<file path="config.mk">
export PLATFORM = sky130hd
export DESIGN_NAME = conv_encoder
export DESIGN_NICKNAME = d
export VERILOG_FILES = /design/src/rtl/viterbi_pkg.sv /design/src/rtl/conv_enc_core.sv /design/src/rtl/conv_encoder.sv
export SDC_FILE = /design/constraint.sdc
export NUM_CORES = 1
export LEC_CHECK = 0
export ABC_CLOCK_PERIOD_IN_PS = 3400
export BUFFER_PORTS_ARGS = -buffer_cell sky130_fd_sc_hd__buf_2
export CAP_MARGIN = 20
export CORE_MARGIN = 5
export CORE_UTILIZATION = 50
export CTS_CLUSTER_SIZE = 25
export DETAILED_ROUTE_END_ITERATION = 7
export GPL_ROUTABILITY_DRIVEN = 0
export GPL_TIMING_DRIVEN = 1
export HOLD_SLACK_MARGIN = 0.05
export PLACE_DENSITY = 0.77
export SETUP_SLACK_MARGIN = 0.15
export SYNTH_ARGS = -nofsm -noshare
export SYNTH_HDL_FRONTEND = slang
export SYNTH_HIERARCHICAL = 1
export SYNTH_SLANG_ARGS = --single-unit
</file>
<file path="constraint.sdc">
create_clock -name clk -period 3.4 [get_ports clk]
set_clock_uncertainty 0.15 [all_clocks]
set_input_delay 0.34 -clock clk [delete_from_list [all_inputs] [get_ports clk]]
set_output_delay 0.34 -clock clk [all_outputs]
set_load 0.01 [all_outputs]
</file>
<file path="src/rtl/viterbi_pkg.sv">
// Shared definitions for the K=4 convolutional encoder and its Viterbi decoder.
// Both sides must use the same generator polynomials.
package viterbi_pkg;
  localparam int K          = 4;
  localparam int NUM_STATES = 8;
  localparam int TAIL_LEN   = K - 1;

  localparam logic [3:0] G0_DEF = 4'b1111;
  localparam logic [3:0] G1_DEF = 4'b1101;

  typedef enum logic [1:0] {
    IDLE  = 2'd0,
    DATA  = 2'd1,
    TAIL  = 2'd2,
    DRAIN = 2'd3
  } enc_state_t;

  // Window ordering is {u, s[2], s[1], s[0]}.
  function automatic logic conv_parity(input logic [3:0] w, input logic [3:0] g);
    return ^(w & g);
  endfunction
endpackage

</file>
<file path="src/rtl/conv_enc_core.sv">
// Encoder trellis state: 3-bit shift register plus the two generator parities.
// sym reflects the symbol produced if u is shifted in on this cycle.
module conv_enc_core
  import viterbi_pkg::*;
#(
  parameter logic [3:0] G0 = G0_DEF,
  parameter logic [3:0] G1 = G1_DEF
) (
  input  logic       clk,
  input  logic       rst,
  input  logic       clear,
  input  logic       advance,
  input  logic       u,
  output logic [1:0] sym
);
  logic [2:0] s_r;
  logic [3:0] w_s;

  assign w_s = {u, s_r};
  assign sym = {conv_parity(w_s, G0), conv_parity(w_s, G1)};

  // Shift register: newest bit enters at s[2].
  always_ff @(posedge clk) begin
    if (!rst) begin
      s_r <= 3'b000;
    end else if (clear) begin
      s_r <= 3'b000;
    end else if (advance) begin
      s_r <= {u, s_r[2:1]};
    end else begin
      s_r <= s_r;
    end
  end
endmodule

</file>
<file path="src/rtl/conv_encoder.sv">
// Rate-1/2 K=4 convolutional encoder with per-frame zero tail and a
// single-entry output register using valid/ready on both sides.
module conv_encoder
  import viterbi_pkg::*;
#(
  parameter int         FRAME_LEN = 1024,
  parameter logic [3:0] G0        = G0_DEF,
  parameter logic [3:0] G1        = G1_DEF
) (
  input  logic       clk,
  input  logic       rst,
  input  logic       enable,
  input  logic       start,
  input  logic       d_in,
  input  logic       d_in_valid,
  output logic       d_in_ready,
  output logic [1:0] d_out,
  output logic       d_out_valid,
  input  logic       d_out_ready,
  output logic       d_out_last,
  output logic       busy
);
  localparam int CNT_W = $clog2(FRAME_LEN + 1);
  localparam logic [CNT_W-1:0] LAST_BIT  = CNT_W'(FRAME_LEN - 1);
  localparam logic [CNT_W-1:0] FRAME_MAX = CNT_W'(FRAME_LEN);
  localparam logic [1:0]       TAIL_LAST = 2'(TAIL_LEN - 1);

  enc_state_t       state_r, state_nxt_s;
  logic [CNT_W-1:0] bit_cnt_r;
  logic [1:0]       tail_cnt_r;
  logic [1:0]       d_out_r;
  logic             d_out_valid_r, d_out_last_r, busy_r;
  logic             load_ok_s, load_s, u_s, clr_s, last_s, in_ready_s;
  logic [1:0]       sym_s;

  assign load_ok_s   = !d_out_valid_r || d_out_ready;
  assign d_in_ready  = in_ready_s && enable && rst;
  assign d_out       = d_out_r;
  assign d_out_valid = d_out_valid_r;
  assign d_out_last  = d_out_last_r;
  assign busy        = busy_r;

  conv_enc_core #(.G0(G0), .G1(G1)) u_core (
    .clk     (clk),
    .rst     (rst),
    .clear   (clr_s || !enable),
    .advance (load_s),
    .u       (u_s),
    .sym     (sym_s)
  );

  // Next-state and load decisions for the frame sequencer.
  always_comb begin
    state_nxt_s = state_r;
    load_s      = 1'b0;
    u_s         = 1'b0;
    clr_s       = 1'b0;
    last_s      = 1'b0;
    in_ready_s  = 1'b0;
    case (state_r)
      IDLE: begin
        if (start) begin
          state_nxt_s = DATA;
          clr_s       = 1'b1;
        end else begin
          state_nxt_s = IDLE;
        end
      end
      DATA: begin
        in_ready_s = load_ok_s;
        if (d_in_valid && load_ok_s) begin
          load_s = 1'b1;
          u_s    = d_in;
          if (bit_cnt_r == LAST_BIT) begin
            state_nxt_s = TAIL;
          end else begin
            state_nxt_s = DATA;
          end
        end else begin
          state_nxt_s = DATA;
        end
      end
      TAIL: begin
        if (load_ok_s) begin
          load_s = 1'b1;
          if (tail_cnt_r == TAIL_LAST) begin
            last_s      = 1'b1;
            state_nxt_s = DRAIN;
          end else begin
            state_nxt_s = TAIL;
          end
        end else begin
          state_nxt_s = TAIL;
        end
      end
      DRAIN: begin
        if (d_out_valid_r && d_out_ready) begin
          state_nxt_s = IDLE;
        end else begin
          state_nxt_s = DRAIN;
        end
      end
      default: state_nxt_s = IDLE;
    endcase
  end

  // State, saturating counters and the single-entry output register.
  always_ff @(posedge clk) begin
    if (!rst || !enable) begin
      state_r       <= IDLE;
      bit_cnt_r     <= '0;
      tail_cnt_r    <= 2'd0;
      d_out_r       <= 2'b00;
      d_out_valid_r <= 1'b0;
      d_out_last_r  <= 1'b0;
      busy_r        <= 1'b0;
    end else begin
      state_r <= state_nxt_s;
      if (clr_s) begin
        bit_cnt_r  <= '0;
        tail_cnt_r <= 2'd0;
        busy_r     <= 1'b1;
      end else if (load_s && state_r == DATA && bit_cnt_r != FRAME_MAX) begin
        bit_cnt_r <= bit_cnt_r + CNT_W'(1);
      end else if (load_s && state_r == TAIL && tail_cnt_r != 2'd3) begin
        tail_cnt_r <= tail_cnt_r + 2'd1;
      end else if (state_r == DRAIN && d_out_valid_r && d_out_ready) begin
        busy_r <= 1'b0;
      end
      if (load_s) begin
        d_out_r       <= sym_s;
        d_out_valid_r <= 1'b1;
        d_out_last_r  <= last_s;
      end else if (d_out_valid_r && d_out_ready) begin
        d_out_valid_r <= 1'b0;
        d_out_last_r  <= 1'b0;
      end
    end
  end
endmodule
</file>
==> metrics.yaml, run 1 <==
internal-power_uw: 324.6
die_area_um2: 3657
grt_pass1_vias: 1047
yosysUniqueCellTypes: 35
endpoint_kind: "register"
layout_commonest_cell: "dfxtp_1"
ant_nets: 0
area_growth_pct: 7.761
async_reset_ff_share_pct: 0
initial_utilization_pct: 51.89
startpoint_type: "register"
fill_cells: 226
max_slew_margin_pct: 66.10
wl_per_cell_um: 13.77
total_power_uw: 431.6
antenna_found_initial: 0
ys_seq_area_share_pct: 36.15
grt_overflow: 0
cts_tree: "built"
vdd_drop_max_mv: 0.1826
final_max_slew_viol_count: 0
cts_setup_buffers: 0
grt_first_pass_wirelength_um: 4581
seq_power_share_pct: 62.9
hold_viol: 0
cp.required_ns: 3.49
setup_violations: 0
crit_chain: "inv_1, ha_1, o2111a_1, nand3_1, or3_1, a21oi_1"
max-clock-path-buffers: 2
die_x_um: 60.47
most-common-layout-cells: "23 x dfxtp_1, 17 x nor2_1, 12 x nand2_1, 12 x buf_2"
synth.net_count: 164
power.density_nw_per_um2: 314.4
power.leakage_nw: 0.5515
routed_wirelength_um: 2617
worst_pin_slew_ns: 0.5071
maxCapViolCount: 0
synth_warnings: 6
cpPeakStageDelay_ns: 0.41
hold_path_class: "in2reg"
clk_latency_ns: 0.32
period_share_pct: 60.16
num_antenna_cells: 0
nets: 177
ioPinCount: 13
p_comb_share_pct: 6.2
via_count: 1098
synth-edff-count: 0
seqCellArea_um2: 460.4
fmax_mhz: 488.9
grt_start_max_net_pins: 14
setup-tns-final_ns: 0
grtUsageTotal_pct: 16.03
dominantRegCellSynth: "dfxtp_1"
io_buffer_count: 12
swShare_pct: 24.79
switching_power_uw: 107.0
path_clk_slew_ns: 0.14
firstDrtPassIters: 4
cpMaxStageDelayCell: "ha_1"
arrival_ns: 2.14
cp_top_family: "simple AND/OR/NAND/NOR gates"
period_needed_ns: 2.046
rsz0062_at_grt: "false"
hpwl_um: 2029
fin_util_pct: 55.91
rows: 18
drt_iter0_drc: 40
cp_max_fo: 7
outcome: "complete, no violations"
crit_type: "reg2reg"
drc_errors: 0
worstPathBufferInverterCount: 1
multi_input_area_um2: 753.2
syn_area_um2: 1274
fp.coreArea_um2: 2455
cts_inserted_buffers: 3
ys_seq_elements: 23
cts.sinks: 23
cts-root-buf: "clkbuf_4"
cts_resized: 0
vias_per_cell: 5.779
cts_hold_buf: 0
htreeDepth: 1
chipHeight_um: 60.47
drive_above_1_share_pct: 11.88
synth_cells: 148
syn_area_per_cell_um2: 8.606
power_frac_clock_pct: 30.9
-- power by group through the flow --
stage / Clock, mW / Sequential, mW / Combinational, mW
global route: 0.149 / 0.272 / 0.0299
finish: 0.133 / 0.272 / 0.0266
CTS: 0.135 / 0.272 / 0.0265
detailed placement: 0 / 0.277 / 0.0263
global placement: 0 / 0.278 / 0.0255
floorplan: 0 / 0.278 / 0.0167
-- through the flow --
step                cells  setup slack [ns]  hold slack, ns  area (um2)
floorplan             148             1.608          0.3084        1274
global placement      186             1.468          0.3060        1345
detailed placement    186             1.388          0.3131        1345
CTS                   190             1.369          0.1301        1373
global route          190             1.186          0.1344        1373
finish                190             1.354          0.1337        1373
-- synth_stat cells (all sizes together) (6+ instances only) --
master,number,area share (%)
dfxtp,23,36
nor2,17,5.0
nand2,12,3.5
a21oi,9,3.5
ha,9,8.8
inv,9,2.7
nand4,9,4.4
mux2i,7,5.5
nand3,7,2.8
o21ai,6,2.4
or3,6,2.9
-- sequential cells by signal (all words and copies together), names as in the netlist --
register / cells
busy: 1
d_out_last: 1
bit_cnt_r: 11
state_r: 2
d_out_valid: 1
d_out: 2
u_core/s_r: 3
tail_cnt_r: 2
-- per-layer routing --
layer | GRT usage (%) | vias to the layer above | wire, um
li1 | - | 548 | -
met1 | 21.11 | 523 | 1243
met2 | 26.39 | 21 | 1233
met3 | 2.979 | 6 | 103
met4 | 5.573 | 0 | 37
met5 | 0 | - | 0
-- path summary, 6_finish.rpt --
path              slack (ns)  depth (start not counted)           end        from
setup / recovery        1.35                          6  bit_cnt_r[8]  state_r[0]
hold / removal          0.13                          3    state_r[0]       start
setup reg to reg        1.35                          6  bit_cnt_r[8]  state_r[0]
hold reg to reg         0.33                          2    d_out_last  d_out_last
-- worst register-to-register path: stages, from the launching register on --
cell      delay, ns
dfxtp_1        0.38
inv_1          0.09
ha_1           0.41
o2111a_1       0.28
nand3_1        0.14
or3_1          0.38
a21oi_1        0.14
-- logic make-up (layout without fill, tap and decap cells) --
| group | Yosys count | in the layout | share of synthesized area (%) |
|---|---|---|---|
| DFF | 23 | 23 | 36.15 |
| buffers and inverters | 13 | 25 | 4.715 |
| and+or+nand+nor | 63 | 63 | 24.85 |
| muxes | 9 | 9 | 7.269 |
| adders and majority gates | 9 | 9 | 8.841 |
| xor gates and xnor gates | 6 | 6 | 5.796 |
| AOI/OAI and AO/OA | 25 | 25 | 12.38 |
-- final cells by class --
class                   count  area share (%)
repair buffers             12           4.376
clock buffers               3           1.641
flip-flops and latches     23           33.55
well taps                  30           2.735
multi-input cells         112           54.88
clock inverters             1          0.3646
inverters                   9           2.461
No activity file was read; power rests on OpenSTA's default activity.
==> inputs of run 2 (changes only) <==
--- a/config.mk
+++ b/config.mk
@@ -5,7 +5,7 @@
 export SDC_FILE = /design/constraint.sdc
 export NUM_CORES = 1
 export LEC_CHECK = 0
-export ABC_CLOCK_PERIOD_IN_PS = 3400
+export ABC_CLOCK_PERIOD_IN_PS = 2000
 export BUFFER_PORTS_ARGS = -buffer_cell sky130_fd_sc_hd__buf_2
 export CAP_MARGIN = 20
 export CORE_MARGIN = 5
==> constraint.sdc (replaced) <==
create_clock -name clk -period 2 [get_ports clk]
set_clock_uncertainty 0.15 [all_clocks]
set_input_delay 0.2 -clock clk [delete_from_list [all_inputs] [get_ports clk]]
set_output_delay 0.2 -clock clk [all_outputs]
set_load 0.01 [all_outputs]
==> run 2 against run 1 <==
Net effect: via count is 5.2% higher; critical path depth stayed put; worst setup slack worse by 1.2 ns; cell count rose by 6.3%; sequential power increased by 69%; combinational power rose by 140%; critical path type unchanged; critical endpoint is now bit_cnt_r[0].
==> metrics.yaml, run 2 (same netlist as run 1, synthesis figures left out) <==
via_count: 1155  # +5.2%
num_antenna_cells: 0  # unchanged
cts-root-buf: "clkbuf_4"
cp_common_cell: "buf_4"
seq_power_share_pct: 62.5  # -0.4 points
vdd_drop_max_mv: 0.3394  # +86%
wl_per_cell_um: 14.71  # +6.8%
rows: 18  # unchanged
most-common-layout-cells: "21 x dfxtp_1, 16 x nor2_1, 12 x nand2_1, 12 x buf_2"
setup_violations: 0  # unchanged
io_buffer_count: 12  # unchanged
die_area_um2: 3657  # unchanged
crit_type: "reg2reg"
hold_path_class: "in2reg"
arrival_ns: 1.86  # -0.28 ns
outcome: "complete, no violations"
hold_viol: 0  # unchanged
max-clock-path-buffers: 2  # unchanged
period_needed_ns: 1.804  # -0.2411 ns
max_slew_margin_pct: 78.25  # +12 points
ioPinCount: 13  # unchanged
grt_start_max_net_pins: 14  # unchanged
p_comb_share_pct: 8.6  # +2.4 points
placed_area_um2: 1368  # +1.7%
drc_errors: 0  # unchanged
worst_pin_slew_ns: 0.3255  # -0.1816 ns
cts_inserted_buffers: 3  # unchanged
cp.required_ns: 2.05  # -1.44 ns
antenna_found_initial: 0  # unchanged
largest_register: "bit_cnt_r"
power.density_nw_per_um2: 480.8  # +53%
reg.largest.list: "bit_cnt_r (11), u_core/s_r (3)"
internal-power_uw: 563.3  # +74%
clk_latency_ns: 0.31  # about the same
fmax_mhz: 554.2  # +13%
crit_chain: "buf_4, ha_4, o21a_1, buf_4, nand4_1, mux2_2"
period_share_pct: 90.22  # +30 points
initial_utilization_pct: 51.89  # unchanged
cts.sinks: 23  # unchanged
switching_power_uw: 174.9  # +64%
swShare_pct: 23.69  # -1.1 points
drt_iter0_drc: 54  # +35%
setup-tns-final_ns: 0  # unchanged
nets: 189  # +6.8%
fill_cells: 214  # -5.3%
rsz0062_at_grt: "true"
cpPeakStageDelay_ns: 0.36  # -0.05 ns
endpoint_kind: "register"
power_frac_clock_pct: 28.9  # -2.0 points
hold_depth: 4  # +1
die_x_um: 60.47  # unchanged
ant_nets: 0  # unchanged
final_max_slew_viol_count: 0  # unchanged
htreeDepth: 1  # unchanged
r2r.worst_path.cells: 6  # unchanged
drive_above_1_share_pct: 23.26  # +11 points
largest_reg_flops: 11  # unchanged
cp_max_fo: 7  # unchanged
routed_wirelength_um: 2971  # +14%
grt_first_pass_wirelength_um: 4912  # +7.2%
layout_commonest_cell: "dfxtp_1"
fin_area_um2: 1535  # +12%
area_growth_pct: 20.53
fp.coreArea_um2: 2455  # unchanged
cts_tree: "built"
hpwl_um: 2081  # +2.5%
grtUsageTotal_pct: 17.31  # +1.3 points
power.leakage_nw: 0.6228  # +13%
startpoint_type: "register"
maxCapViolCount: 0  # unchanged
chipHeight_um: 60.47  # unchanged
path_clk_slew_ns: 0.14  # about the same
firstDrtPassIters: 4  # unchanged
grt_pass1_vias: 1124  # +7.4%
vias_per_cell: 5.718  # -1.1%
grt_overflow: 0  # unchanged
cpMaxStageDelayCell: "mux2_2"
==> run 2: cell count changes in the layout (fill, tap and decap cells not counted), moves of 2 or more <==
cell,change
buf_4,+9
dfxtp_1,-2
ha_1,-3
ha_4,+3
inv_1,-2
dlygate4sd3_1,+2
==> run 2: power groups by stage <==
stage | combinational (mW) | sequential, mW | clock [mW]
2_1_floorplan | 0.0285 | 0.472 | 0
3_3_place_gp | 0.0458 | 0.472 | 0
3_5_place_dp | 0.0478 | 0.472 | 0
4_1_cts | 0.0546 | 0.462 | 0.225
5_1_grt | 0.0711 | 0.462 | 0.245
6_report | 0.0634 | 0.461 | 0.213
==> run 2: layout make-up <==
class	count	area [um2]	area share (%)
Multi-Input combinational cell	112	809.5	52.73
Sequential cell	23	465.4	30.32
Timing Repair Buffer	24	158.9	10.35
Tap cell	30	37.54	2.445
Inverter	9	36.28	2.363
Clock buffer	3	22.52	1.467
Clock inverter	1	5.005	0.3260
==> run 2: repair_timing <==
item                       4_1_cts  5_1_grt
hold buffers                     2        0
pin swaps                        1        5
setup buffers                    2        5
setup endpoints to repair        8       11
resized for setup                9        8
hold endpoints to repair         4        0
==> run 2: critical path: cells and delay by family, from the launching register on <==
kind	cells	cell delay, ns
fa+ha+maj	1	0.18
buf+inv	2	0.27
mux	1	0.36
flops	1	0.35
simple gates	1	0.19
compound gates	1	0.18
==> run 2: metrics by stage <==
stage	worst slack [ns]	utilization, %	hold slack, ns	cells	power (mW)
floorplan	0.2079	-	0.2049	148	0.5005
CTS	0.1475	59.58	0.1205	197	0.7415
global route	0.1162	62.54	0.1322	202	0.7782
detailed placement	0.0003864	55.71	0.3126	189	0.5198
finish	0.1955	62.54	0.1241	202	0.7382
global placement	0.1328	55.71	0.3067	189	0.5174
==> run 2: path summary, 6_finish.rpt <==
| check | slack, ns | from | end |
|---|---|---|---|
| max reg2reg | 0.20 | state_r[1] | bit_cnt_r[0] |
| max | 0.20 | state_r[1] | bit_cnt_r[0] |
| min | 0.12 | enable | u_core/s_r[1] |
| min reg2reg | 0.36 | bit_cnt_r[1] | bit_cnt_r[1] |
==> run 2: metal layers <==
metal	vias up	wire length, um	GRT usage (%)
met5	-	0	0
met3	6	125	3.191
met2	33	1484	28.86
li1	574	-	-
met4	0	61	6.502
met1	542	1300	22.31
==> inputs of run 3 (changes only) <==
--- a/config.mk
+++ b/config.mk
@@ -16,7 +16,7 @@
 export GPL_TIMING_DRIVEN = 1
 export HOLD_SLACK_MARGIN = 0.05
 export PLACE_DENSITY = 0.77
-export SETUP_SLACK_MARGIN = 0.15
+export RECOVER_POWER = 25
 export SYNTH_ARGS = -nofsm -noshare
 export SYNTH_HDL_FRONTEND = slang
 export SYNTH_HIERARCHICAL = 1
==> run 3 against run 2 <==
Net effect: via count fell by 4.8%; critical endpoint is now bit_cnt_r[10]; largest cell class unchanged; register-to-register slack got worse by 0.11 ns; cell area fell by 5.0%; worst hold slack got worse by 0.0065 ns; combinational power down 11%; critical path depth unchanged; critical path type unchanged; maximum frequency shrank 5.8%; cell count down 3.5%.
==> metrics.yaml, run 3 (same netlist as run 1, synthesis figures left out) <==
grtUsageTotal_pct: 16.35  # -0.96 points
cpPeakStageDelay_ns: 0.39  # +0.03 ns
io_buffer_count: 12  # unchanged
cts-root-buf: "clkbuf_4"
firstDrtPassIters: 4  # unchanged
via_count: 1100  # -4.8%
drive_above_1_share_pct: 15.15  # -8.1 points
busiest_layer: "met2"
largest_reg_flops: 11  # unchanged
num_antenna_cells: 0  # unchanged
swShare_pct: 23.68  # about the same
ioPinCount: 13  # unchanged
largest_register: "bit_cnt_r"
vias_per_cell: 5.641  # -1.3%
max-clock-path-buffers: 2  # unchanged
crit_type: "reg2reg"
rsz0062_at_grt: "true"
htreeDepth: 1  # unchanged
cts.sinks: 23  # unchanged
arrival_ns: 2.00  # +0.14 ns
met2_usage_pct: 27.93  # -0.93 points
min_from: "enable"
die_x_um: 60.47  # unchanged
routed_wirelength_um: 2704  # -9.0%
seq_power_share_pct: 63.1  # +0.6 points
hold_viol: 0  # unchanged
startpoint_type: "register"
switching_power_uw: 173.1  # -1.1%
most-common-layout-cells: "21 x dfxtp_1, 16 x nor2_1, 12 x nand2_1"
chipHeight_um: 60.47  # unchanged
setup_violations: 0  # unchanged
layout_commonest_cell: "dfxtp_1"
grt_pass1_vias: 1094  # -2.7%
setup-tns-final_ns: 0  # unchanged
power_frac_clock_pct: 29.2  # +0.3 points
grt_start_max_net_pins: 14  # unchanged
ant_nets: 0  # unchanged
clk_latency_ns: 0.31  # about the same
cp_max_fo: 7  # unchanged
drc_errors: 0  # unchanged
power.density_nw_per_um2: 500.9  # +4.2%
r2r-end: "bit_cnt_r[10]"
endpoint_kind: "register"
cp_top_family: "simple AND/OR/NAND/NOR gates"
hold_path_class: "in2reg"
cpMaxStageDelayCell: "dfxtp_4"
period_needed_ns: 1.916  # +0.1115 ns
reg.largest.list: "bit_cnt_r (11), u_core/s_r (3)"
whs_endpoint: "u_core/s_r[1]"
wl_per_cell_um: 13.87  # -5.7%
drt_iter0_drc: 27  # -50%
nets: 182  # -3.7%
vdd_drop_max_mv: 0.3360  # -0.98%
hold_depth: 4  # unchanged
antenna_found_initial: 0  # unchanged
grt_first_pass_wirelength_um: 4678  # -4.8%
worstReg2RegStart: "state_r[1]"
final_max_slew_viol_count: 0  # unchanged
rows: 18  # unchanged
grt_use_met3_pct: 2.128  # -1.1 points
maxCapViolCount: 0  # unchanged
cp.required_ns: 2.09  # +0.04 ns
area_growth_pct: 14.54
fp.coreArea_um2: 2455  # unchanged
r2r.worst_path.cells: 6  # unchanged
outcome: "complete, no violations"
die_area_um2: 3657  # unchanged
max_slew_margin_pct: 77.99  # -0.26 points
period_share_pct: 95.80  # +5.6 points
crit_chain: "inv_1, ha_4, o2111a_1, nand3_2, or3_1, a21oi_1"
grt_overflow: 0  # unchanged
worstPathBufferInverterCount: 1  # -1
power.leakage_nw: 0.5557  # -11%
grt_util_met1_pct: 21.92  # -0.39 points
path_clk_slew_ns: 0.14  # about the same
p_comb_share_pct: 7.7  # -0.9 points
hpwl_um: 2081  # unchanged
worst_pin_slew_ns: 0.3294  # +0.003884 ns
r2r_slack_ns: 0.08  # -0.11 ns
fmax_mhz: 521.9  # -5.8%
whs_ns: 0.1176  # -0.006524 ns
initial_utilization_pct: 51.89  # unchanged
cts_inserted_buffers: 3  # unchanged
internal-power_uw: 557.7  # -0.99%
cts_tree: "built"
## run 3: cell type report
type | count | area, um2
Tap cell | 30 | 37.54
Timing Repair Buffer | 17 | 96.34
Multi-Input combinational cell | 112 | 798.3
Fill cell | 226 | 996.0
Inverter | 9 | 33.78
Clock buffer | 3 | 22.52
Clock inverter | 1 | 5.005
Sequential cell | 23 | 465.4
## run 3: power by group through the flow
| stage | Combinational [mW] | Clock, mW | Sequential, mW |
|---|---|---|---|
| 2_1_floorplan | 0.0285 | 0 | 0.472 |
| 3_3_place_gp | 0.0458 | 0 | 0.472 |
| 3_5_place_dp | 0.0478 | 0 | 0.472 |
| 4_1_cts | 0.0516 | 0.225 | 0.462 |
| 5_1_grt | 0.0634 | 0.245 | 0.462 |
| 6_report | 0.0562 | 0.213 | 0.461 |
## run 3: per-layer routing
metal / part of all wire (%) / vias to the layer above
met1: 46 / 517
met5: 0 / -
met3: 3.7 / 2
li1: - / 560
met4: 0.55 / 0
met2: 50 / 21
## run 3: worst max-delay path by stage
stage	from	cells after the start	slack, ns	end
floorplan	state_r[0]	6	0.21	bit_cnt_r[10]
global placement	state_r[0]	6	0.13	bit_cnt_r[10]
detailed placement	state_r[0]	6	0.0004	bit_cnt_r[8]
CTS	state_r[1]	6	0.02	bit_cnt_r[8]
global route	state_r[1]	6	-0.005	bit_cnt_r[7]
finish	state_r[1]	6	0.08	bit_cnt_r[10]
## run 3: what timing repair did
action	4_1_cts	5_1_grt
resized for setup	2	10
hold buffers	2	0
hold endpoints to repair	4	0
gates cloned	0	0
endpoints found under the setup margin	2	7
pin swaps	0	1
setup buffers	0	0
## run 3: worst min-delay path, delay by kind of cell
kind / cells / cell delay [ns]
AND/OR/NAND/NOR: 3 / 0.23
buffers and inverters: 1 / 0.11
## run 3: per-stage QoR
step	total power [mW]	cell area [um2]	instances	setup WS, ns	util, %
2_1_floorplan	0.5005	1274	148	0.2079	-
3_3_place_gp	0.5174	1368	189	0.1328	55.71
3_5_place_dp	0.5198	1368	189	0.0003864	55.71
4_1_cts	0.7384	1419	195	0.02115	57.80
5_1_grt	0.7700	1459	195	-0.005225	59.43
6_report	0.7308	1459	195	0.08403	59.43
